[src/rtl/ram_rf_2p.sv]
// Two-port register file: byte-enable writes, write-first bypass, range checking, self-timed clear.
// Optional per-entry even parity with ParErr output when RAM_RF_PARITY_EN is defined.
module ram_rf_2p #(
    parameter int Width  = 16,
    parameter int Depth  = 8,
    parameter int ADD_WD = 3
) (
    input  logic                CLK,
    input  logic                RST,
    input  logic                WrEn,
    input  logic [ADD_WD-1:0]   WrAddr,
    input  logic [Width-1:0]    WrData,
    input  logic [Width/8-1:0]  WrBE,
    input  logic                RdEn,
    input  logic [ADD_WD-1:0]   RdAddr,
    input  logic                Clr,
    output logic [Width-1:0]    RdData,
    output logic                RdValid,
    output logic                Busy,
    output logic                AddrErr
`ifdef RAM_RF_PARITY_EN
    ,
    output logic                ParErr
`endif
);

    localparam int                NBYTES  = Width / 8;
    localparam int                ENTRIES = 1 << ADD_WD;
    localparam logic [ADD_WD:0]   DEPTH_W = (ADD_WD + 1)'(Depth);
    localparam logic [ADD_WD-1:0] LAST    = ADD_WD'(Depth - 1);

    typedef enum logic {IDLE, CLEAR} state_t;

    state_t              state_p0;
    logic [ADD_WD-1:0]   clr_cnt_p0;
    logic [Width-1:0]    mem [ENTRIES];

    logic                idle;
    logic                wr_in, rd_in;
    logic                wr_ok, rd_ok;
    logic                addr_err;
    logic                bypass;
    logic [Width-1:0]    wr_word;
    logic [Width-1:0]    rd_word;

    logic [Width-1:0]    rd_data_p1;
    logic                vld_p1;
    logic                addr_err_p1;

    function automatic logic [Width-1:0] merge_bytes(input logic [Width-1:0]  old_w,
                                                     input logic [Width-1:0]  new_w,
                                                     input logic [NBYTES-1:0] be);
        logic [Width-1:0] m;
        m = old_w;
        for (int b = 0; b < NBYTES; b++) begin
            if (be[b]) m[8*b +: 8] = new_w[8*b +: 8];
        end
        return m;
    endfunction

    always_comb begin
        idle     = (state_p0 == IDLE);
        wr_in    = ({1'b0, WrAddr} < DEPTH_W);
        rd_in    = ({1'b0, RdAddr} < DEPTH_W);
        wr_ok    = idle && WrEn && wr_in;
        rd_ok    = idle && RdEn && rd_in;
        // one shared pulse even when both ports are out of range
        addr_err = idle && ((WrEn && !wr_in) || (RdEn && !rd_in));
        bypass   = wr_ok && rd_ok && (WrAddr == RdAddr);
        wr_word  = merge_bytes(mem[WrAddr], WrData, WrBE);
        rd_word  = bypass ? wr_word : mem[RdAddr];
    end

    // stage p0: clear FSM
    always_ff @(posedge CLK or negedge RST) begin
        if (!RST) begin
            state_p0   <= IDLE;
            clr_cnt_p0 <= '0;
        end else begin
            case (state_p0)
                IDLE: begin
                    if (Clr) begin
                        state_p0   <= CLEAR;
                        clr_cnt_p0 <= '0;
                    end
                end
                CLEAR: begin
                    if (clr_cnt_p0 == LAST) begin
                        state_p0   <= IDLE;
                        clr_cnt_p0 <= '0;
                    end else begin
                        clr_cnt_p0 <= clr_cnt_p0 + 1'b1;
                    end
                end
                default: begin
                    state_p0   <= IDLE;
                    clr_cnt_p0 <= '0;
                end
            endcase
        end
    end

    always_ff @(posedge CLK or negedge RST) begin
        if (!RST) begin
            for (int i = 0; i < ENTRIES; i++) mem[i] <= '0;
        end else if (state_p0 == CLEAR) begin
            mem[clr_cnt_p0] <= '0;
        end else if (wr_ok && (|WrBE)) begin
            mem[WrAddr] <= wr_word;
        end
    end

    // stage p1: registered read port and error strobes
    always_ff @(posedge CLK or negedge RST) begin
        if (!RST) begin
            rd_data_p1  <= '0;
            vld_p1      <= 1'b0;
            addr_err_p1 <= 1'b0;
        end else begin
            if (rd_ok) rd_data_p1 <= rd_word;
            vld_p1      <= rd_ok;
            addr_err_p1 <= addr_err;
        end
    end

    assign RdData  = rd_data_p1;
    assign RdValid = vld_p1;
    assign AddrErr = addr_err_p1;
    assign Busy    = (state_p0 == CLEAR);

`ifdef RAM_RF_PARITY_EN
    function automatic logic even_par(input logic [Width-1:0] w);
        return ^w;
    endfunction

    logic par_mem [ENTRIES];
    logic rd_par_err;
    logic par_err_p1;

    // a bypassed read returns fresh write data, so it is never flagged
    assign rd_par_err = !bypass && (even_par(mem[RdAddr]) != par_mem[RdAddr]);

    always_ff @(posedge CLK or negedge RST) begin
        if (!RST) begin
            for (int i = 0; i < ENTRIES; i++) par_mem[i] <= 1'b0;
            par_err_p1 <= 1'b0;
        end else begin
            if (state_p0 == CLEAR) begin
                par_mem[clr_cnt_p0] <= 1'b0;
            end else if (wr_ok && (|WrBE)) begin
                par_mem[WrAddr] <= even_par(wr_word);
            end
            par_err_p1 <= rd_ok && rd_par_err;
        end
    end

    assign ParErr = par_err_p1;
`endif

endmodule

[config.mk]
export PLATFORM = sky130hd
export DESIGN_NAME = ram_rf_2p
export DESIGN_NICKNAME = d
export VERILOG_FILES = /design/src/rtl/ram_rf_2p.sv
export SDC_FILE = /design/constraint.sdc
export NUM_CORES = 1
export LEC_CHECK = 0
export CAP_MARGIN = 10
export CELL_PAD_IN_SITES_DETAIL_PLACEMENT = 1
export CELL_PAD_IN_SITES_GLOBAL_PLACEMENT = 2
export CORE_UTILIZATION = 40
export DETAILED_ROUTE_END_ITERATION = 12
export PLACE_DENSITY_LB_ADDON = 0.1
export SYNTH_ARGS = -nofsm -noshare
export SYNTH_HDL_FRONTEND = slang
export SYNTH_SLANG_ARGS = --single-unit
[constraint.sdc]
create_clock -name CLK -period 2.3 [get_ports CLK]
set_input_delay 0.345 -clock CLK [delete_from_list [all_inputs] [get_ports CLK]]
set_output_delay 0.345 -clock CLK [all_outputs]
set_load 0.05 [all_outputs]
# After elaboration in Yosys (flattened, before gate mapping)
# Index checks and enable logic that the tools add are counted.
dict set report word_totals {
  reg_bits 149
  output_inout_bits 19
  wordCells 58
  inputBits 29
}
dict set report classes {
  eq_ne 3
  n_reduce_logical 9
  bitwise_logic 6
  n_mux 22
  n_lt_le_gt_ge 5
  add_sub_neg 1
}
# op n
set ops {}
lappend ops {{$mux 128} 2}
lappend ops {{$and 128x128->128} 1}
lappend ops {{$bwmux 128} 1}
lappend ops {{$not 128->128} 1}
lappend ops {{$mux 16} 7}
lappend ops {{$bmux 16 s3} 2}
lappend ops {{$demux 16 s3} 2}
lappend ops {{$mux 8} 2}
lappend ops {{$ge 4x4->1 const B} 3}
lappend ops {{$not 3->4} 3}
lappend ops {{$lt 4x1->1 const B} 2}
lappend ops {{$logic_and 1x1->1} 7}
lappend ops {{$mux 3} 2}
lappend ops {{$pmux 3 s2} 1}
lappend ops {{$add 3x1->3 const B} 1}
lappend ops {{$eq 3x3->1} 1}
lappend ops {{$eq 3x3->1 const B} 1}
lappend ops {{$mux 1} 2}
lappend ops {{$ne 2x2->1 const B} 1}
lappend ops {{$pmux 1 s2} 1}
lappend ops {{$reduce_bool 2->1} 1}
lappend ops {{$reduce_or 2->1} 1}
lappend ops {{$not 1->1} 1}

# Logic depth before layout (Yosys ltp)
# Gate-level depths: netlist (run 1).
dict set report logic_depth {
  depth_word 8
  mapped_depth 8
}

# Least setup slack after synthesis (run 1)
# Ideal clock, no wire load.
dict set report synth_path {
  path_type {register to register}
  from {register state_p0 (netlist: Busy)}
  to {register mem[98] (netlist name)}
  arrival_ns 1.834
  path_stages_with_launch 8
  path_buffers 2
  slack_ns 0.324
  path_cell_list {dfrtp_1 -> nand2b_1 -> buf_4 -> nor4_4 -> a31oi_2 -> clkbuf_1 -> nand2_1 -> o21ai_0}
}
dict set report synth_via {
  elab_chain_cells 4
  elab_cells_between_ends 5
}
# item line_no
set synth_lines {}
lappend synth_lines {{from (decl)} 34} ;# state_t state_p0;
lappend synth_lines {{from (signal assigned)} 77} ;# state_p0 <= IDLE;
lappend synth_lines {{from (signal assigned)} 83} ;# state_p0 <= CLEAR;
lappend synth_lines {{from (signal assigned)} 89} ;# state_p0 <= IDLE;
lappend synth_lines {{$not 1->1} --}
lappend synth_lines {{$logic_and 1x1->1} 65} ;# wr_ok = idle && WrEn && wr_in;
lappend synth_lines {{$logic_and 1x1->1} 108} ;# end else if (wr_ok && (|WrBE)) begin
lappend synth_lines {{$reduce_bool 2->1 (no source line)} --}
lappend synth_lines {{to (signal, indexed assignment)} 109} ;# mem[WrAddr] <= wr_word;
lappend synth_lines {{to (decl)} 36} ;# logic [Width-1:0] mem [ENTRIES];
# Several ways; a longest one is shown, not always the timed one.
# A chain may end at the register's enable or synchronous reset.

# Worst setup path after layout (run 1)
dict set report layout_path {
  from {register state_p0 (netlist: Busy)}
  to {register mem[122] (netlist name)}
}
# Same word-level chain as after synthesis.

==> results of run 1 <==
## final timing paths
kind / end / slack, ns / cells after the start
max: mem[122] / 0.25 / 6
min: RdData[0] / 0.43 / 2
max reg2reg: mem[122] / 0.25 / 6
min reg2reg: mem[56] / 0.50 / 2
max in group asynchronous: mem[8] / 1.11 / 3
min in group CLK: mem[2] / 0.50 / 3
## cell type report
class | count | area [um2]
clock buffers | 21 | 460
inverters | 11 | 41.3
repair buffers | 135 | 1290
multi-input cells | 527 | 4040
clock inverters | 11 | 100
flip-flops and latches | 149 | 3730
well taps | 265 | 332
fillers | 2122 | 9730
## cells in the final DEF (no fill, tap or decap), types with 6 or more instances in the layout
cell type	count
dfrtp_1	149
nand2_1	107
o21ai_0	96
buf_4	74
clkdlybuf4s50_1	39
a21oi_1	35
a22o_1	34
mux4_2	32
mux2i_1	24
mux2_2	22
o22ai_1	20
clkbuf_16	17
buf_12	15
nor2_1	14
a211oi_1	14
inv_1	10
nor2b_1	9
nand3_1	9
a22oi_1	8
o221ai_1	8
nor3b_1	7
nand2b_1	6
and3_1	6
nor4_4	6
## stage by stage
| stage | std cells | TNS (ns) | utilization (%) |
|---|---|---|---|
| 2_1_floorplan | 750 | 0 | - |
| 3_3_place_gp | 1086 | -0.0629 | 47.8 |
| 3_5_place_dp | 1086 | -1.38 | 47.8 |
| 4_1_cts | 1119 | 0 | 50.7 |
| 5_1_grt | 1119 | 0 | 50.7 |
| 6_report | 1119 | 0 | 50.7 |
## cell families (layout without fill, tap and decap cells)
| kind of cell | Yosys count | in the layout |
|---|---|---|
| AOI/OAI and AO/OA | 259 | 259 |
| and+or+nand+nor | 182 | 182 |
| DFF | 149 | 149 |
| muxes | 80 | 80 |
| buffers and inverters | 74 | 178 |
| xor gates and xnor gates | 3 | 3 |
| adders and majority gates | 2 | 2 |
| other | 1 | 1 |
## layer usage
metal  vias up  wire length (um)
met3        62              1780
met4         0              1060
met5         -                 0
met1      3559             13100
li1       3002                 -
met2       232             14100
## power groups by stage
stage / registers [mW] / logic [mW] / clock network, mW
floorplan: 4.12 / 1.64 / 0
global placement: 3.69 / 3.49 / 0
detailed placement: 3.73 / 3.58 / 0
CTS: 3.69 / 3.60 / 2.76
global route: 3.78 / 3.84 / 2.86
finish: 3.70 / 3.60 / 2.71
## what timing repair did
action,CTS,global route
endpoints found under the hold margin,43,0
hold buffers,1,0
resized for setup,0,0
## flip-flops by register name, summed over array words and instances, names as in the netlist
signal / flops
RdValid: 1
clr_cnt_p0: 3
mem: 128
RdData: 16
Busy: 1
==> out/qor.tcl, run 1 <==
set qor(detailroute.via_count) 6855
set qor(post_cts.repair.setup_buffers) 0
set qor(yosys_warnings) 0
set qor(fin_area_mm2) 0.00999
set qor(timing.hold.worst.class) {primary input to async pin}
set qor(number_of_buffer_and_inverter_stages_on_the_critical_path) 1
set qor(final_critical_path_share_of_the_clock_period_pct) 89.3
set qor(switching_share_pct) 38.9
set qor(ys_seq_area_share_pct) 45.7
set qor(synth_top_area_cell) {dfrtp_1}
set qor(clock-sinks) 149
set qor(drt_pass1_iterations) 5
set qor(synth_fp_nets) 781
set qor(antenna_cells) 0
set qor(fp.coreArea_mm2) 0.0197
set qor(switching_power_mw) 3.89
set qor(worstPathCellList) {nand2b_1 > buf_12 > nor4_4 > a21oi_2 > nand2_1 > o21ai_0}
set qor(synth-seq-cells) 149
set qor(routed_wire_length_per_instance_um) 26.9
set qor(post_route_cells_drive_above_1_share_pct) 25.1
set qor(power.share.sequential_pct) 36.9
set qor(post_synth_and_or_nand_nor_area_fraction_pct) 11.8
set qor(finalWorstSetupSlack_ns) 0.246
set qor(io_pins) 48
set qor(run_status) {complete, no violations}
set qor(synthesis.area_mm2) 0.00815
set qor(cap_viol_max_count) 0
set qor(final_period_minus_worst_setup_slack_ns) 2.05
set qor(die-height_um) 145
set qor(ant_nets) 0
set qor(yosys.cell_types.count) 63
set qor(floorplan.die_area_mm2) 0.0210
set qor(finish.net_count) 872
set qor(postSynthAreaPerCell_um2) 10.9
set qor(worst_clock_skew_ns) 0.0103
set qor(synth-async-reset-ratio_pct) 100
set qor(cts_buffer_depth) 2
set qor(initial_utilization_pct) 41.4
set qor(critical_path.top_delay_family) {compound AO/OA/AOI/OAI gates}
set qor(arrival_time_reported_for_the_critical_path_endpoint_ns) 2.39
set qor(number_of_instances_in_the_synthesized_netlist) 750
set qor(max_freq_mhz) 487
set qor(synthXorXnorAreaFrac_pct) 0.414
set qor(placement.setup.worst_slack_ns) -0.0638
set qor(die_x_um) 145
set qor(rows) 51
set qor(postPlaceCellArea_mm2) 0.00942
set qor(finalHoldViolCount) 0
set qor(pin_count_of_the_biggest_net_entering_global_routing) 52
set qor(detail_route.wirelength_um) 30000
set qor(synth_top_flop_cell) {dfrtp_1}
set qor(grt_pass1_vias) 7432
set qor(max_slew_headroom_at_the_worst_pin_pct) 23.0
set qor(synth_enable_flop_cells) 0
set qor(post-route-drc-count) 0
set qor(h_tree_lvl_count) 4
set qor(gr-usage-all-layers_pct) 31.1
set qor(port_buffers) 46
set qor(cellInternalPower_mw) 6.12
set qor(yosysTopAreaCellShare_pct) 45.7
set qor(post_drt_via_cell_ratio) 6.13
set qor(synth_compound_gate_area_share_pct) 21.4
set qor(grt_antenna_before_repair) 0
set qor(gr-max-usage-layer) {met2}
set qor(clkLatencyLatePin_ns) 0.43
set qor(drv_slew) 0
set qor(global_route.overflow_total) 0
set qor(share_comb_of_total_power_pct) 36.0
set qor(area.growth.synth_to_final_pct) 22.5
set qor(cp_slowest_stage_delay_ns) 0.83
set qor(detailedPlacementHpwl_um) 20500
set qor(muxShareOfSynthArea_pct) 15.4
set qor(r2r-start) {Busy}
set qor(critPathLaunch) {Busy}
set qor(gp_routability_congestion) 0.842
set qor(crit_fanout) 16
set qor(synth.most_common_cell) {dfrtp_1}
set qor(part_of_the_total_power_dissipated_in_the_clock_network_pct) 27.1
set qor(cp_data_required_time_ns) 2.63
set qor(finalHoldWorstSlack_ns) 0.425
set qor(design_power_mw) 10.0
set qor(tritoncts_clock_tree) {done}
set qor(ctsRootBufferMaster) {clkbuf_16}
set qor(clkTransAtPathRegs_ns) 0.06
set qor(setup_violations) 0
set qor(worst-setup-path-type) {flip-flop to flip-flop}
set qor(critical_path_start_type) {flip-flop}
set qor(wire_length_of_the_first_global_routing_pass_um) 46200
set qor(synth.top_cells.by_count) {149 x dfrtp_1, 107 x nand2_1, 96 x o21ai_0, 35 x a21oi_1, 34 x a22o_1}
set qor(synth_top_family_by_area) {compound AO/OA/AOI/OAI gates}
set qor(globalRouteMet3Util_pct) 6.38
set qor(endpoint_kind) {flip-flop}
set qor(synth-adder-area-share_pct) 0.307
set qor(static-leakage-power_nw) 4.26
set qor(synth.top_cells.by_area) {dfrtp_1 46%, mux4_2 8.8%, o21ai_0 5.9%}
set qor(ir_worst_vdd_mv) 0.500
set qor(slew_at_the_pin_with_the_worst_max_slew_slack_ns) 1.16
set qor(use_met1_pct) 41.4
set qor(drt_iter0_markers) 438
set qor(power.density_cell_area_mw_per_mm2) 1000
set qor(timing.critical_path.slowest_stage_cell) {a21oi_2}
set qor(use_met2_pct) 49.2
set qor(rsz0062_at_grt) {no}
set qor(clock_buffer_count_from_cts) 17
(Power assumes the default switching activity.)
==> inputs of run 2 (changes only) <==
- GPL_TIMING_DRIVEN: not set -> 0
- HOLD_SLACK_MARGIN: not set -> 0.06
==> run 2 against run 1 <==
Net effect: critical path depth grew 3; die area unchanged; sequential share of layout area rose by 0.97 points; design area shrank 2.5%; critical endpoint is now mem[14]; largest power group unchanged.
==> out/qor.tcl, run 2 (synthesized netlist as in run 1, its figures left out) <==
set qor(timing.setup.tns_ns) 0
set qor(worstHoldStart) {WrBE[0]}
set qor(cts_buffer_depth) 2
set qor(finalHoldViolCount) 0
set qor(reg2reg_setup_slack_ns) 0.04
set qor(io_pins) 48
set qor(grt_pass1_vias) 7266
set qor(fp.coreArea_mm2) 0.0197
set qor(worstRegToRegCells) 7
set qor(gr-usage-all-layers_pct) 32.8
set qor(clkLatencyLatePin_ns) 0.44
set qor(worst-setup-path-type) {primary input to flip-flop}
set qor(routed_wire_length_per_instance_um) 29.1
set qor(critPathLaunch) {WrAddr[2]}
set qor(max_freq_mhz) 438
set qor(crit_fanout) 10
set qor(reg2reg_to) {mem[94]}
set qor(clock-sinks) 149
set qor(h_tree_lvl_count) 4
set qor(clock_buffer_count_from_cts) 17
set qor(post_route_cells_drive_above_1_share_pct) 23.1
set qor(clkTransAtPathRegs_ns) 0.06
set qor(finish.net_count) 854
set qor(initial_utilization_pct) 41.4
set qor(fin_area_mm2) 0.00974
set qor(rows) 51
set qor(area.growth.synth_to_final_pct) 19.4
set qor(port_buffers) 40
set qor(endpoint_kind) {flip-flop}
set qor(run_status) {complete, no violations}
set qor(die-height_um) 145
set qor(worst_clock_skew_ns) 0.0186
set qor(cap_viol_max_count) 0
set qor(gp_routability_congestion) 0.855
set qor(post-route-drc-count) 0
set qor(drt_pass1_iterations) 6
set qor(detailroute.via_count) 7065
set qor(max_slew_headroom_at_the_worst_pin_pct) 37.3
set qor(drt_iter0_markers) 709
set qor(detailedPlacementHpwl_um) 20900
set qor(pin_count_of_the_biggest_net_entering_global_routing) 81
set qor(final_period_minus_worst_setup_slack_ns) 2.28
set qor(global_route.overflow_total) 0
set qor(registers.top_by_ff_count) {mem}
set qor(static-leakage-power_nw) 4.11
set qor(layout_commonest_cell) {dfrtp_1}
set qor(critical_path_start_type) {primary input}
set qor(cp_data_required_time_ns) 2.59
set qor(post_drt_via_cell_ratio) 6.41
set qor(ir_worst_vdd_mv) 0.492
set qor(largest_register_ff_count) 128
set qor(finalHoldWorstSlack_ns) 0.373
set qor(postPlaceCellArea_mm2) 0.00891
set qor(final_critical_path_share_of_the_clock_period_pct) 99.3
set qor(arrival_time_reported_for_the_critical_path_endpoint_ns) 2.57
set qor(slew_at_the_pin_with_the_worst_max_slew_slack_ns) 0.940
set qor(worst_hold_path.num_cells) 2
set qor(ant_nets) 0
set qor(floorplan.die_area_mm2) 0.0210
set qor(timing.hold.worst.class) {primary input to flip-flop}
set qor(wire_length_of_the_first_global_routing_pass_um) 47800
set qor(design_power_mw) 10.2
set qor(r2r-start) {Busy}
set qor(grt_antenna_before_repair) 0
set qor(drv_slew) 0
set qor(setup_violations) 0
set qor(die_x_um) 145
set qor(ctsRootBufferMaster) {clkbuf_16}
set qor(tritoncts_clock_tree) {done}
set qor(mostFrequentLayoutCells) {149 x dfrtp_1, 107 x nand2_1, 96 x o21ai_0, 39 x clkdlybuf4s50_1, 35 x a21oi_1}
set qor(power.density_cell_area_mw_per_mm2) 1050
set qor(worstHoldEndpoint) {RdData[1]}
set qor(detail_route.wirelength_um) 32100
## run 2: changes by cell type in the layout (fill, tap and decap cells not counted), moves of 2 or more
cell	before	now
o22ai_1	20	15
buf_2	5	19
clkbuf_2	0	12
o22ai_2	3	8
buf_4	74	26
clkbuf_4	0	2
clkbuf_1	2	8
buf_12	15	0
bufinv_16	1	4
buf_6	1	9
## run 2: layout make-up
class	count	area, um2
plain buffers	63	402
diodes	1	2.50
clock buffers	19	443
clock inverters	13	180
well taps	265	332
repair buffers	54	533
flip-flops and latches	149	3730
inverters	11	41.3
fillers	2112	9980
multi-input cells	527	4070
## run 2: what timing repair did
item                       in CTS  in global routing
hold endpoints to repair       69                  0
setup endpoints to repair      93                 69
gates resized for setup        16                 29
buffers inserted                8                  3
cloned                          0                  1
hold buffers                    1                  0
pin swaps                       4                  1
## run 2: routing by layer
layer / up-vias / GRT usage [%] / wire length, um
met5: - / 0 / 0
met4: 0 / 11.6 / 893
met3: 60 / 6.28 / 2400
met2: 324 / 51.3 / 14900
met1: 3714 / 45.2 / 13900
li1: 2967 / - / -
## run 2: worst max path at each step
stage	cells after the start	slack, ns	end
after CTS	7	0.008	mem[18]
after global placement	1	-5.20	mem[21]
after global routing	9	-0.01	mem[9]
final	9	0.02	mem[14]
after detailed placement	6	-0.84	RdData[10]
after floorplan	7	0.32	mem[98]
## run 2: through the flow
step	worst slack (ns)	std cells	utilization, %
2_1_floorplan	0.324	750	-
3_3_place_gp	-5.20	1055	45.1
3_5_place_dp	-0.844	1056	45.2
4_1_cts	0.00794	1097	48.9
5_1_grt	-0.0115	1101	49.4
6_report	0.0153	1102	49.4
## run 2: power by group
group          switching [mW]  leakage [nW]  internal, mW
Combinational            2.26          1.79          1.24
Sequential              0.509          2.03          3.19
Clock                    1.17         0.299          1.84
Total                    3.94          4.11          6.28
## run 2: worst max-delay path, stage by stage
cell             delay [ns]
clkdlybuf4s50_1        0.52
buf_6                  0.17
buf_4                  0.21
nand2_1                0.16
nor4_4                 0.45
a41oi_2                0.23
buf_6                  0.29
nand2_1                0.08
o21ai_0                0.10
==> inputs of run 3 (changes only) <==
- CAP_MARGIN: 10 -> 20
==> results of run 3 <==
Final layout, timing and power as in run 2 (identical DEF).
